==> config.mk <==
export PLATFORM = sky130hd
export DESIGN_NAME = instruction_fetch
export DESIGN_NICKNAME = d
export VERILOG_FILES = /design/src/rtl/instruction_fetch.sv
export SDC_FILE = /design/constraint.sdc
export NUM_CORES = 1
export LEC_CHECK = 0
export CORE_MARGIN = 1
export CORE_UTILIZATION = 25
export DETAILED_ROUTE_END_ITERATION = 12
export PLACE_DENSITY = 0.55
export SLEW_MARGIN = 20
export SYNTH_ARGS = -nofsm -noshare
export SYNTH_HDL_FRONTEND = slang
export SYNTH_SLANG_ARGS = --single-unit
==> constraint.sdc <==
create_clock -name clk -period 5.2 [get_ports clk]
set_input_delay 1.04 -clock clk [delete_from_list [all_inputs] [get_ports clk]]
set_output_delay 1.04 -clock clk [all_outputs]
set_load 0.02 [all_outputs]
==> src/rtl/instruction_fetch.sv <==
// Instruction fetch stage: issues word reads, holds one instruction for decode,
// and handles redirects (including misaligned targets) while a read is in flight.
module instruction_fetch #(
  parameter logic [31:0] RESET_ADDRESS = 32'h0000_0000
) (
  input  logic        clk,
  input  logic        rst,
  input  logic        enable,
  input  logic        step,
  input  logic        jump,
  input  logic [31:0] jumpAddress,
  output logic        memRequest,
  output logic [31:0] memAddress,
  input  logic        memReady,
  input  logic [31:0] memData,
  output logic [31:0] currentInstruction,
  output logic        isNOP,
  output logic [31:0] programCounter,
  output logic        addressMisaligned
);

  typedef enum logic [2:0] {
    S_FETCH = 3'd0,
    S_VALID = 3'd1,
    S_FLUSH = 3'd2,
    S_FAULT = 3'd3,
    S_IDLE  = 3'd4
  } state_t;

  state_t      state_reg;
  state_t      state_next;
  logic [31:0] pc_reg;
  logic [31:0] instr_reg;
  logic [31:0] flush_addr_reg;
  logic        misaligned_reg;
  logic        issued_reg;
  logic        fault_pending_reg;

  logic jump_aligned;
  logic jump_misaligned;
  logic fetch_stalled;

  assign jump_aligned    = jump && (jumpAddress[1:0] == 2'b00);
  assign jump_misaligned = jump && (jumpAddress[1:0] != 2'b00);
  // A read that is out on the bus but not yet answered must be drained before redirecting.
  assign fetch_stalled   = (state_reg == S_FETCH) && memRequest && !memReady;

  // State register
  always_ff @(posedge clk) begin
    if (rst) begin
      state_reg <= enable ? S_FETCH : S_IDLE;
    end else begin
      state_reg <= state_next;
    end
  end

  // Next-state logic
  always_comb begin
    state_next = state_reg;
    if (jump) begin
      if (fetch_stalled || ((state_reg == S_FLUSH) && !memReady)) begin
        state_next = S_FLUSH;
      end else begin
        state_next = jump_aligned ? S_FETCH : S_FAULT;
      end
    end else begin
      case (state_reg)
        S_FETCH: begin
          if (!memRequest) begin
            state_next = S_IDLE;
          end else if (memReady) begin
            state_next = S_VALID;
          end
        end
        S_VALID: begin
          if (step) begin
            state_next = enable ? S_FETCH : S_IDLE;
          end
        end
        S_FLUSH: begin
          if (memReady) begin
            state_next = fault_pending_reg ? S_FAULT : S_FETCH;
          end
        end
        S_FAULT: state_next = S_FAULT;
        S_IDLE: begin
          if (enable) begin
            state_next = S_FETCH;
          end
        end
        default: state_next = S_IDLE;
      endcase
    end
  end

  // Output logic
  always_comb begin
    memRequest = 1'b0;
    memAddress = pc_reg;
    if (state_reg == S_FLUSH) begin
      memAddress = flush_addr_reg;
    end
    if (!rst) begin
      case (state_reg)
        S_FETCH: memRequest = enable || issued_reg;
        S_FLUSH: memRequest = 1'b1;
        default: memRequest = 1'b0;
      endcase
    end
  end

  assign isNOP              = (state_reg != S_VALID);
  assign currentInstruction = instr_reg;
  assign programCounter     = pc_reg;
  assign addressMisaligned  = misaligned_reg;

  // Datapath registers
  always_ff @(posedge clk) begin
    if (rst) begin
      pc_reg            <= RESET_ADDRESS;
      instr_reg         <= 32'h0;
      flush_addr_reg    <= RESET_ADDRESS;
      misaligned_reg    <= 1'b0;
      issued_reg        <= 1'b0;
      fault_pending_reg <= 1'b0;
    end else begin
      issued_reg <= fetch_stalled && !jump;
      if (jump) begin
        pc_reg            <= jumpAddress;
        misaligned_reg    <= jump_misaligned;
        fault_pending_reg <= jump_misaligned;
        // Only a redirect out of FETCH changes which address the drain must keep presenting.
        if (state_reg == S_FETCH) begin
          flush_addr_reg <= pc_reg;
        end
      end else begin
        case (state_reg)
          S_FETCH: begin
            if (memRequest && memReady) begin
              instr_reg <= memData;
            end
          end
          S_VALID: begin
            if (step) begin
              pc_reg <= pc_reg + 32'd4;
            end
          end
          default: ;
        endcase
      end
    end
  end

endmodule

Word-level counts from Yosys, hierarchy flattened
Index checks and enable logic that the tools add are counted.
{"block": "totals", "reg_bits": 101, "latchBits": 0, "mem_bits_rw": 0, "rom_bits": 0, "output_inout_bits": 99, "elab_cells": 55, "memories": 0}
{"block": "classes", "add_sub_neg": 1, "n_mul": 0, "n_div": 0, "order_cmp": 0, "n_eq_ne": 9, "n_shift": 0, "n_mux": 18, "bitwise": 1, "reduce_logical": 20}
{"operator": "$mux W32", "n": 4}
{"operator": "$add A32 B3 Y32 const B", "n": 1}
{"operator": "$mux W3", "n": 8}
{"operator": "$pmux W3 S5", "n": 1}
{"operator": "$ne A4 B4 Y1 const B", "n": 3}
{"operator": "$logic_and A1 B1 Y1", "n": 7}
{"operator": "$eq A3 B2 Y1 const B", "n": 2}
{"operator": "$mux W2", "n": 3}
{"operator": "$reduce_bool A2 Y1", "n": 3}
{"operator": "$ne A5 B5 Y1 const B", "n": 1}
{"operator": "$reduce_and A2 Y1", "n": 2}
{"operator": "$reduce_and A4 Y1", "n": 1}
{"operator": "$eq A3 B1 Y1 const B", "n": 1}
{"operator": "$eq A3 B3 Y1 const B", "n": 1}
{"operator": "$logic_not A3 Y1", "n": 1}
{"operator": "$ne A3 B1 Y1 const B", "n": 1}
{"operator": "$reduce_and A3 Y1", "n": 1}
{"operator": "$logic_not A1 Y1", "n": 2}
{"operator": "$logic_not A2 Y1", "n": 1}
{"operator": "$logic_or A1 B1 Y1", "n": 2}
{"operator": "$pmux W1 S2", "n": 1}
{"operator": "$mux W1", "n": 1}
{"operator": "$not A1 Y1", "n": 1}

Logic depth before layout (Yosys ltp)
Gate-level depths: netlist (run 1).
{"block": "depth", "depth_word": 9, "mapped_depth": 7, "ltp_nobuf": 5}

Worst setup path before layout (run 1)
Ideal clock, no wire load.
{"block": "synth_path", "path_type": "in2out", "startpoint": "in rst", "endpoint": "out memRequest", "arrival_ns": 2.043, "t_required_ns": 4.160, "setup_slack_ns": 2.117, "path_stages": 2, "n_path_buf": 1, "path_cell_list": "buf_6 -> nor4_1"}
{"block": "synth_between", "elab_chain_len": 1}
{"element": "start: declaration", "line_no": "7", "source": "input logic rst,"}
{"element": "$mux W1", "line_no": "103", "source": "if (!rst) begin"}
{"element": "end: declaration", "line_no": "12", "source": "output logic memRequest,"}
No other way between the ends.

Worst setup path in the final report (run 1)
{"block": "layout_path", "startpoint": "reg state_reg[2]", "endpoint": "out memAddress[15]"}
{"block": "layout_between", "elab_chain_len": 2}
{"element": "start: declaration", "line_no": "30", "source": "state_t state_reg;"}
{"element": "start signal: assignment", "line_no": "51", "source": "state_reg <= enable ? S_FETCH : S_IDLE;"}
{"element": "start signal: assignment", "line_no": "53", "source": "state_reg <= state_next;"}
{"element": "$eq A3 B2 Y1", "line_no": "100", "source": "if (state_reg == S_FLUSH) begin"}
{"element": "$mux W32", "line_no": "100"}
{"element": "end: declaration", "line_no": "13", "source": "output logic [31:0] memAddress,"}
No other way between the ends.

==> flow_results.org, run 1 <==
** Final layout
- The filler cells instantiated in the layout total 1966.
- Relative to the synthesized area, the layout overhead comes to 44.9%.
- Count of inserted antenna diode cells :: 0
- For this run, the post-layout net count is 807.
- Storage element area :: approximately 2100 um^2
- Final standard cell utilization of the core :: between 30% and 40%
- Area of combinational cells with multiple inputs :: 2510 um^2
- Share of cells above drive strength 1 :: 9.04%
- After the flow finishes, the layout carries non-filler instances totaling around 980.

** Global route
- Global routing consumed, over all layers together, between 10% and 20% of the routing resources.
- The total overflow left after global routing is 0.
- First-pass GRT wire length :: 23200 um
- The via count of the first global-routing pass came to between 4000 and 5000.
- Number of antenna violations at the first check in global routing :: 0
- Maximum number of pins on one net before global-route repair :: 55

** Timing
- Setup violations remaining at the end of the flow were counted as 0.
- Measured against its own limit, the worst slew margin works out to 45.1%.
- Endpoints failing hold :: 0
- Unrepaired setup endpoints after global routing :: false
- Final clock skew :: a little under 9 ps
- Fin crit period :: 4050 ps
- Final hold analysis gives a worst-case slack of between 400 and 500 ps.
- Sum Neg Setup Slack :: 0 ps
- Upper clock frequency limit :: between 200 and 250 MHz
- The max-slew violation total from the final report is 0.
- At the pin with the least slew margin, the transition time is just over 800 ps.
- Ratio of final minimum period to clock period :: approximately 78%

** Floorplan
- From left edge to right edge, the die measures ~140 um.
- After floorplanning, the core was divided into 50 placement rows.
- Full die area :: about 20000 um^2
- Top Ports :: between 150 and 200
- Initial standard-cell utilization of the core :: about a quarter
- From bottom edge to top edge, the die measures 140 um.
- Standard cell core area :: around 19000 um^2

** Worst setup path
- Crit-path max FO :: 22
- The worst setup path is of the flip-flop to output pin kind.
- Max stage delay on crit path :: 570 ps
- For this design, the slowest cell found on the critical path is sky130_fd_sc_hd__edfxtp_1.
- STA classifies the critical path endpoint as an output pin.
- CP required :: 4160 ps
- Flop-to-flop setup slack :: around 2700 ps
- At the worst endpoint, the arrival time is 3010 ps.
- List of cells traversed by the critical path :: nand2b_1 -> nor2_4 -> buf_4 -> mux2_2 -> clkdlybuf4s50_1
- Crit start category :: flip-flop

** Synthesis
- Area of the mapped netlist :: roughly 4800 um^2
- Seq/Total Area, Yosys :: a little over two fifths
- Most used flip-flop cell after synthesis :: sky130_fd_sc_hd__dfxtp_1
- Dividing the synthesized area by the synthesized cell count gives just over 8 um^2.
- Cell with the most instances after synthesis :: sky130_fd_sc_hd__nand2_1
- Portion of synthesized cell area occupied by the leading cell type :: around 40%
- After technology mapping, the gate count stands at just under 600.
- Synthesis produced a netlist with a net count of approximately 670.
- After synthesis, the netlist uses between 50 and 60 different library cells.
- Commonest cells post-synth :: sky130_fd_sc_hd__nand2_1 (155), sky130_fd_sc_hd__dfxtp_1 (98), sky130_fd_sc_hd__a21oi_1 (68)
- Ranking of synthesized cells by area :: sky130_fd_sc_hd__dfxtp_1 (41%), sky130_fd_sc_hd__nand2_1 (12%), sky130_fd_sc_hd__a21oi_1 (7.1%), sky130_fd_sc_hd__mux2_2 (6.8%), sky130_fd_sc_hd__nor2_1 (2.8%)
- Proportion of register bits with asynchronous set or reset after synthesis :: 0%
- Synth area leader :: sky130_fd_sc_hd__dfxtp_1
- Flops & latches, synth :: just over 100
- Number of flops mapped to enable cells by yosys :: 3
- The Yosys step of the flow raised 0 warnings.

** Clocking
- Resized cells post-CTS :: 0
- In this run the clock root is driven by a sky130_fd_sc_hd__clkbuf_16.
- The H-tree was split into 3 levels.
- Cts-stage hold buffer count :: 0
- In this run the post-CTS setup repair buffer count came out at 0.
- TritonCTS built the clock tree.
- The clock net in this run drives a total of slightly above 100 sinks.
- The clock passes through at most 2 buffers.
- In this run, CTS created clock tree buffers numbering 9.
- Clock-pin slew was measured on the worst setup and hold paths at about 70 ps.
- Clock network latency to the later pin of the worst-skew pair :: approximately 350 ps

** Power and ir drop
- For this design the ratio of total power to cell area is ~270 nW/um^2.
- Reported leakage power :: between 2 and 2.5 nW
- Across the VDD grid, the largest voltage drop is about 0.14 mV.

** Outcome
- The run finished with clean final reports.

** Min path
- Worst hold path type :: flip-flop to flip-flop

** Job
- Max_cap viols :: 0

** Drt
- Wire length on met1 :: roughly 6700 um
- Detailed-router iteration count before antenna repair :: 4
- Number of vias in the routed layout :: 4687
- Highest layer used for signal routing :: met4
- Drt total wl :: approximately 15000 um
- Summed over all nets, wire length on met3 after detailed routing comes to around 1100 um.
- After detailed routing, the number of remaining DRC violations is 0.
- Routed length per placed instance :: 14.9 um
- Summed over all nets, wire length on met2 after detailed routing comes to approximately 6500 um.
- The detailed router finished its first iteration with between 200 and 250 violations.
- The count of nets left with antenna violations once routing finished came out at 0.
- Dividing the detail-routed via count by the number of cells gives 4.81.

** Placement
- Detail Placement HPWL :: between 9000 and 10000 um
- Count of buffers from port buffering :: between 150 and 200
- The congestion estimate from routability-driven global placement came to between 0.7 and 0.8.
- The number of placed instances, taps included, is about 960.
==> cells by family (layout without fill, tap and decap cells) <==
kind of cell	Yosys count	after routing	synth area share [%]
multiplexers	31	31	7.23
AND/OR/NAND/NOR	260	260	24.4
adder cells (fa/ha/maj)	1	1	0.261
XOR/XNOR	8	8	1.46
flip-flops	101	101	42.8
buffers and inverters	59	205	5.79
AO/OA/AOI/OAI	135	135	18.1
==> area by class of cell <==
type,count,share of cell area [%]
Tap cell,234,4.21
Timing Repair Buffer,178,25.4
Clock buffer,9,3.24
Clock inverter,7,0.828
Multi-Input combinational cell,435,36.2
Inverter,11,0.594
Sequential cell,101,29.5
==> power breakdown <==
| group | switching, W | internal, W | total (W) | leakage (nW) |
|---|---|---|---|---|
| Sequential | 0.0000539 | 0.000814 | 0.000868 | 0.833 |
| Combinational | 0.000191 | 0.000194 | 0.000385 | 1.37 |
| Clock | 0.000323 | 0.000332 | 0.000655 | 0.134 |
| Total | 0.000568 | 0.00134 | 0.00191 | 2.34 |
==> placed cells by master, fill, tap and decap left out, drive strengths merged, types with 8 or more instances in the layout <==
master         netlist  layout
nand3               13      13
nor2                36      36
nor4                10      10
o21ai               11      11
a311oi               8       8
nand2              155     155
mux2                29      29
buf                 13      11
nand4               10      10
dfxtp               98      98
a21oi               68      68
clkbuf              34       9
inv                 10      13
a211oi              11      11
nor3                11      11
clkdlybuf4s50        0     167
==> per-stage QoR <==
step                      setup slack, ps  total power (W)  area (um^2)
after floorplan                      2120          0.00108         4790
after global placement               1250          0.00127         6660
after detailed placement             1200          0.00127         6660
after CTS                            1060          0.00194         6940
after global routing                  941          0.00200         6950
final                                1150          0.00191         6950
==> per-layer routing <==
layer  vias up  GRT usage, %
li1       2378             -
met1      2157          18.9
met2       140          23.7
met3        12          5.44
met4         0          4.52
met5         -             0
==> critical path, delay by kind of cell, from the launching register on <==
kind / cells / cell delay, ps
buf+inv: 2 / 900
flops: 1 / 570
mux: 1 / 370
simple gates: 2 / 820
==> path summary, 6_finish.rpt <==
| kind | end | start | depth (start not counted) |
|---|---|---|---|
| setup reg to reg | programCounter[22] | state_reg[0] | 4 |
| setup / recovery | memAddress[15] | state_reg[2] | 5 |
| hold reg to reg | currentInstruction[5] | currentInstruction[5] | 2 |
| hold / removal | currentInstruction[5] | currentInstruction[5] | 2 |
Note: power is estimated with default switching activity, not from simulation.
==> inputs of run 2 (changes only) <==
clock period = 3.9 ns   (was 5.2 ns; I/O delays follow)
==> run 2 against run 1 <==
Against the previous run: die area did not move; worst hold slack got worse by 2.1 ps; clock skew fell by 2.3 ps; total power rose by 42%; utilization rose by 0.45 points; combinational power rose by 39%; count of clock-buffer cells in the layout rose by 2; first-iteration DRC count rose by 20%; critical endpoint is now memAddress[12]; highest routed layer unchanged.
==> flow_results.org, run 2 (synthesis results as in run 1) <==
** Clocking
- Resized cells post-CTS :: 0 (unchanged)
- The CTS tree is yes (unchanged).
- CTS clock-pin slew for the worst setup and hold paths :: 70 ps (about the same)
- Clock sink total :: 101 (unchanged)
- The maximum number of buffers from clock root to sink was 2 (unchanged).
- The H-tree depth reported by CTS was 3 (unchanged).
- Clk Tree Root Cell :: sky130_fd_sc_hd__clkbuf_16 (unchanged)
- Number of buffers inserted by post-CTS setup repair :: 0 (unchanged)
- Num CTS Buffers :: 9 (unchanged)
- The clock network latency to the later pin of the worst-skew pair came to 350 ps (about the same).
- The number of hold buffers added after cts is 0 (unchanged).

** Drt
- Residual antenna-violating net count after detailed routing :: 0 (unchanged)
- Drt total wl :: 14700 um (was 14500 um)
- Number of vias in the routed layout :: 4618 (was 4687)
- Number of violations reported at the end of detailed-routing iteration 0 :: 265 (was 220)
- The detail-routed via count per cell came to 4.70 (was 4.81).
- The met2 wirelength from detailed routing came to 6690 um (was 6530 um).
- The number of detailed-route iterations in the first pass was 4 (unchanged).
- The detailed route wirelength on metal3 came to 1130 um (was 1140 um).
- The highest routing layer actually used was met4 (unchanged).
- The remaining design rule violation count was 0 (unchanged).
- The routed length on met1 is 6770 um (was 6700 um).
- Routed length per placed instance :: 15.0 um (was 14.9 um)

** Timing
- The final total negative setup slack came to 0 ps (unchanged).
- Setup violation total in the final timing report :: 0 (unchanged)
- The count of endpoints failing hold in the final timing report was 0 (unchanged).
- Ratio of final minimum period to clock period :: between 90% and 100%
- Timing would allow up to approximately 280 MHz.
- The max-slew violation total from the final report was 0 (unchanged).
- The clock period could shrink to around 3500 ps.
- The slew of the pin with the lowest slew margin was 797 ps (was 817 ps).
- The post-route clock skew was 6.52 ps (was 8.85 ps).
- Unrepaired setup endpoints after global routing: false (unchanged).
- The worst relative slew slack is 46.1% (was 45.1%).

** Power and ir drop
- The leakage power was 2.38 nW (was 2.34 nW).
- The internal power contribution is 0.00195 W (was 0.00134 W).
- The share of total power in sequential cells was 42.5% (was 45.5%).
- The combinational share of power is 19.8% (was 20.2%).
- The total power of the final layout was 0.00270 W (was 0.00191 W).
- Fraction of power consumed by the clock network :: 37.8% (was 34.3%)
- Worst IR Drop VDD :: 0.221 mV (was 0.144 mV)
- The areal power density over the cells is 384 nW/um^2 (was 274 nW/um^2).
- Switching share of power :: 27.8% (was 29.8%)
- The switching power came to 0.000750 W (was 0.000568 W).

** Worst setup path
- The required time of the critical path came to 3120 ps (was 4160 ps).
- Max stage delay on crit path :: 560 ps (was 570 ps)
- Reg2Reg Launch Point :: state_reg[2] (was state_reg[0])
- The critical-path maximum fanout was 16 (was 22).
- Master of the slowest instance on the critical path :: sky130_fd_sc_hd__edfxtp_1 (unchanged)
- Data arrival time at the worst-slack endpoint :: 2740 ps (was 3010 ps)
- The start point of the critical path was state_reg[1] (was state_reg[2]).
- List of cells traversed by the critical path: nand2b_1 -> nor2_4 -> buf_4 -> mux2_2 -> clkdlybuf4s50_1 (unchanged).
- Capturing element type of the critical path :: output pin (unchanged)
- The path type of the worst setup path is flip-flop to output pin (unchanged).
- Crit start category :: flip-flop (unchanged)

** Floorplan
- The die width came to 140 um (unchanged).
- The number of I/O pins came to 169 (unchanged).
- Full die area :: 19700 um^2 (unchanged)
- Row Count :: 50 (unchanged)
- Standard cell core area :: 18800 um^2 (unchanged)
- Die boundary height :: 140 um (unchanged)
- Initial standard-cell utilization of the core :: 25.5% (unchanged)

** Global route
- The via count of the first global-routing pass came to 4536 (was 4316).
- The largest net degree at the start of global routing came to 53 (was 55).
- The number of antenna violations at the first check in global routing was 0 (unchanged).
- The first-pass GRT wire length is 24000 um (was 23200 um).
- The leftover overflow at the end of global routing was 0 (unchanged).
- The overall routing resource usage was 15.5% (was 15.0%).

** Job
- Max_cap viols :: 0 (unchanged)

** Min path
- The classification of the worst-slack hold path is flip-flop to flip-flop (unchanged).
- The launch point of the worst hold path is flush_addr_reg[10] (was currentInstruction[5]).

** Final layout
- The number of antenna cells inserted was 0 (unchanged).
- Most frequent cells in the layout :: sky130_fd_sc_hd__clkdlybuf4s50_1 (167), sky130_fd_sc_hd__nand2_1 (155), sky130_fd_sc_hd__dfxtp_1 (98) (unchanged)
- Share of cells above drive strength 1 :: 9.76% (was 9.04%)
- Nets :: 814 (was 807)
- The post-synthesis to final-layout area growth came to 46.7% (was 44.9%).
- Most common cell after layout, fill and taps aside :: sky130_fd_sc_hd__clkdlybuf4s50_1 (unchanged)
- Post-route non-filler standard cell count :: 982 (was 975)

** Placement
- The count of buffers from port buffering was 168 (unchanged).
- The HPWL after detailed placement was 10300 um (was 10000 um).
- Global placer's final weighted congestion :: 0.756 (was 0.747)
- The cell count after placement was 966 (was 959).

** Outcome
- Status: complete, no violations (unchanged).
-- run 2: cell count changes in the layout (fill, tap and decap cells not counted), sizes merged --
cell / previous run / this run
buf: 11 / 18
clkbuf: 9 / 11
clkinvlp: 2 / 1
inv: 13 / 10
bufinv: 0 / 2
-- run 2: power by group through the flow --
| stage | combinational [W] | sequential [W] | clock, W |
|---|---|---|---|
| after global routing | 0.000578 | 0.00116 | 0.00109 |
| after floorplan | 0.000255 | 0.00119 | 0 |
| final | 0.000534 | 0.00115 | 0.00102 |
| after CTS | 0.000541 | 0.00115 | 0.00106 |
| after detailed placement | 0.000539 | 0.00117 | 0 |
| after global placement | 0.000538 | 0.00117 | 0 |
-- run 2: cell type report --
cell class / instances / area [um^2]
fillers: 1955 / 11700
multi-input cells: 435 / 2500
flip-flops and latches: 101 / 2050
repair buffers: 185 / 1810
well taps: 234 / 293
clock buffers: 11 / 254
clock inverters: 5 / 81.3
inverters: 11 / 41.3
-- run 2: layer usage --
metal  vias to the layer above  track usage [%]
met3                         9             5.85
met5                         -                0
li1                       2388                -
met4                         0             3.95
met1                      2089             19.0
met2                       132             25.3
-- run 2: path summary, 6_finish.rpt --
kind         cells after the start  slack, ps                  to
max reg2reg                      5       1480  programCounter[21]
max                              5        380      memAddress[12]
min reg2reg                      2        450  flush_addr_reg[10]
min                              2        450  flush_addr_reg[10]
-- run 2: metrics by stage --
stage	area, um^2	hold WS (ps)	setup slack [ps]	util, %
2_1_floorplan	4790	433	1210	-
3_3_place_gp	6700	441	647	35.7
3_5_place_dp	6700	445	664	35.7
4_1_cts	7030	456	324	37.5
5_1_grt	7030	469	207	37.5
6_report	7030	451	382	37.5
-- run 2: critical path: cells and delay by family (launching register included) --
| kind | cells | cell delay [ps] |
|---|---|---|
| buffers and inverters | 2 | 870 |
| flip-flops | 1 | 560 |
| multiplexers | 1 | 360 |
| AND/OR/NAND/NOR | 2 | 590 |
==> inputs of run 3 (changes only) <==
ABC_CLOCK_PERIOD_IN_PS = 3900   (was default)
==> results of run 3 <==
Same layout as run 2: the final DEF is identical, and so are final timing and power.
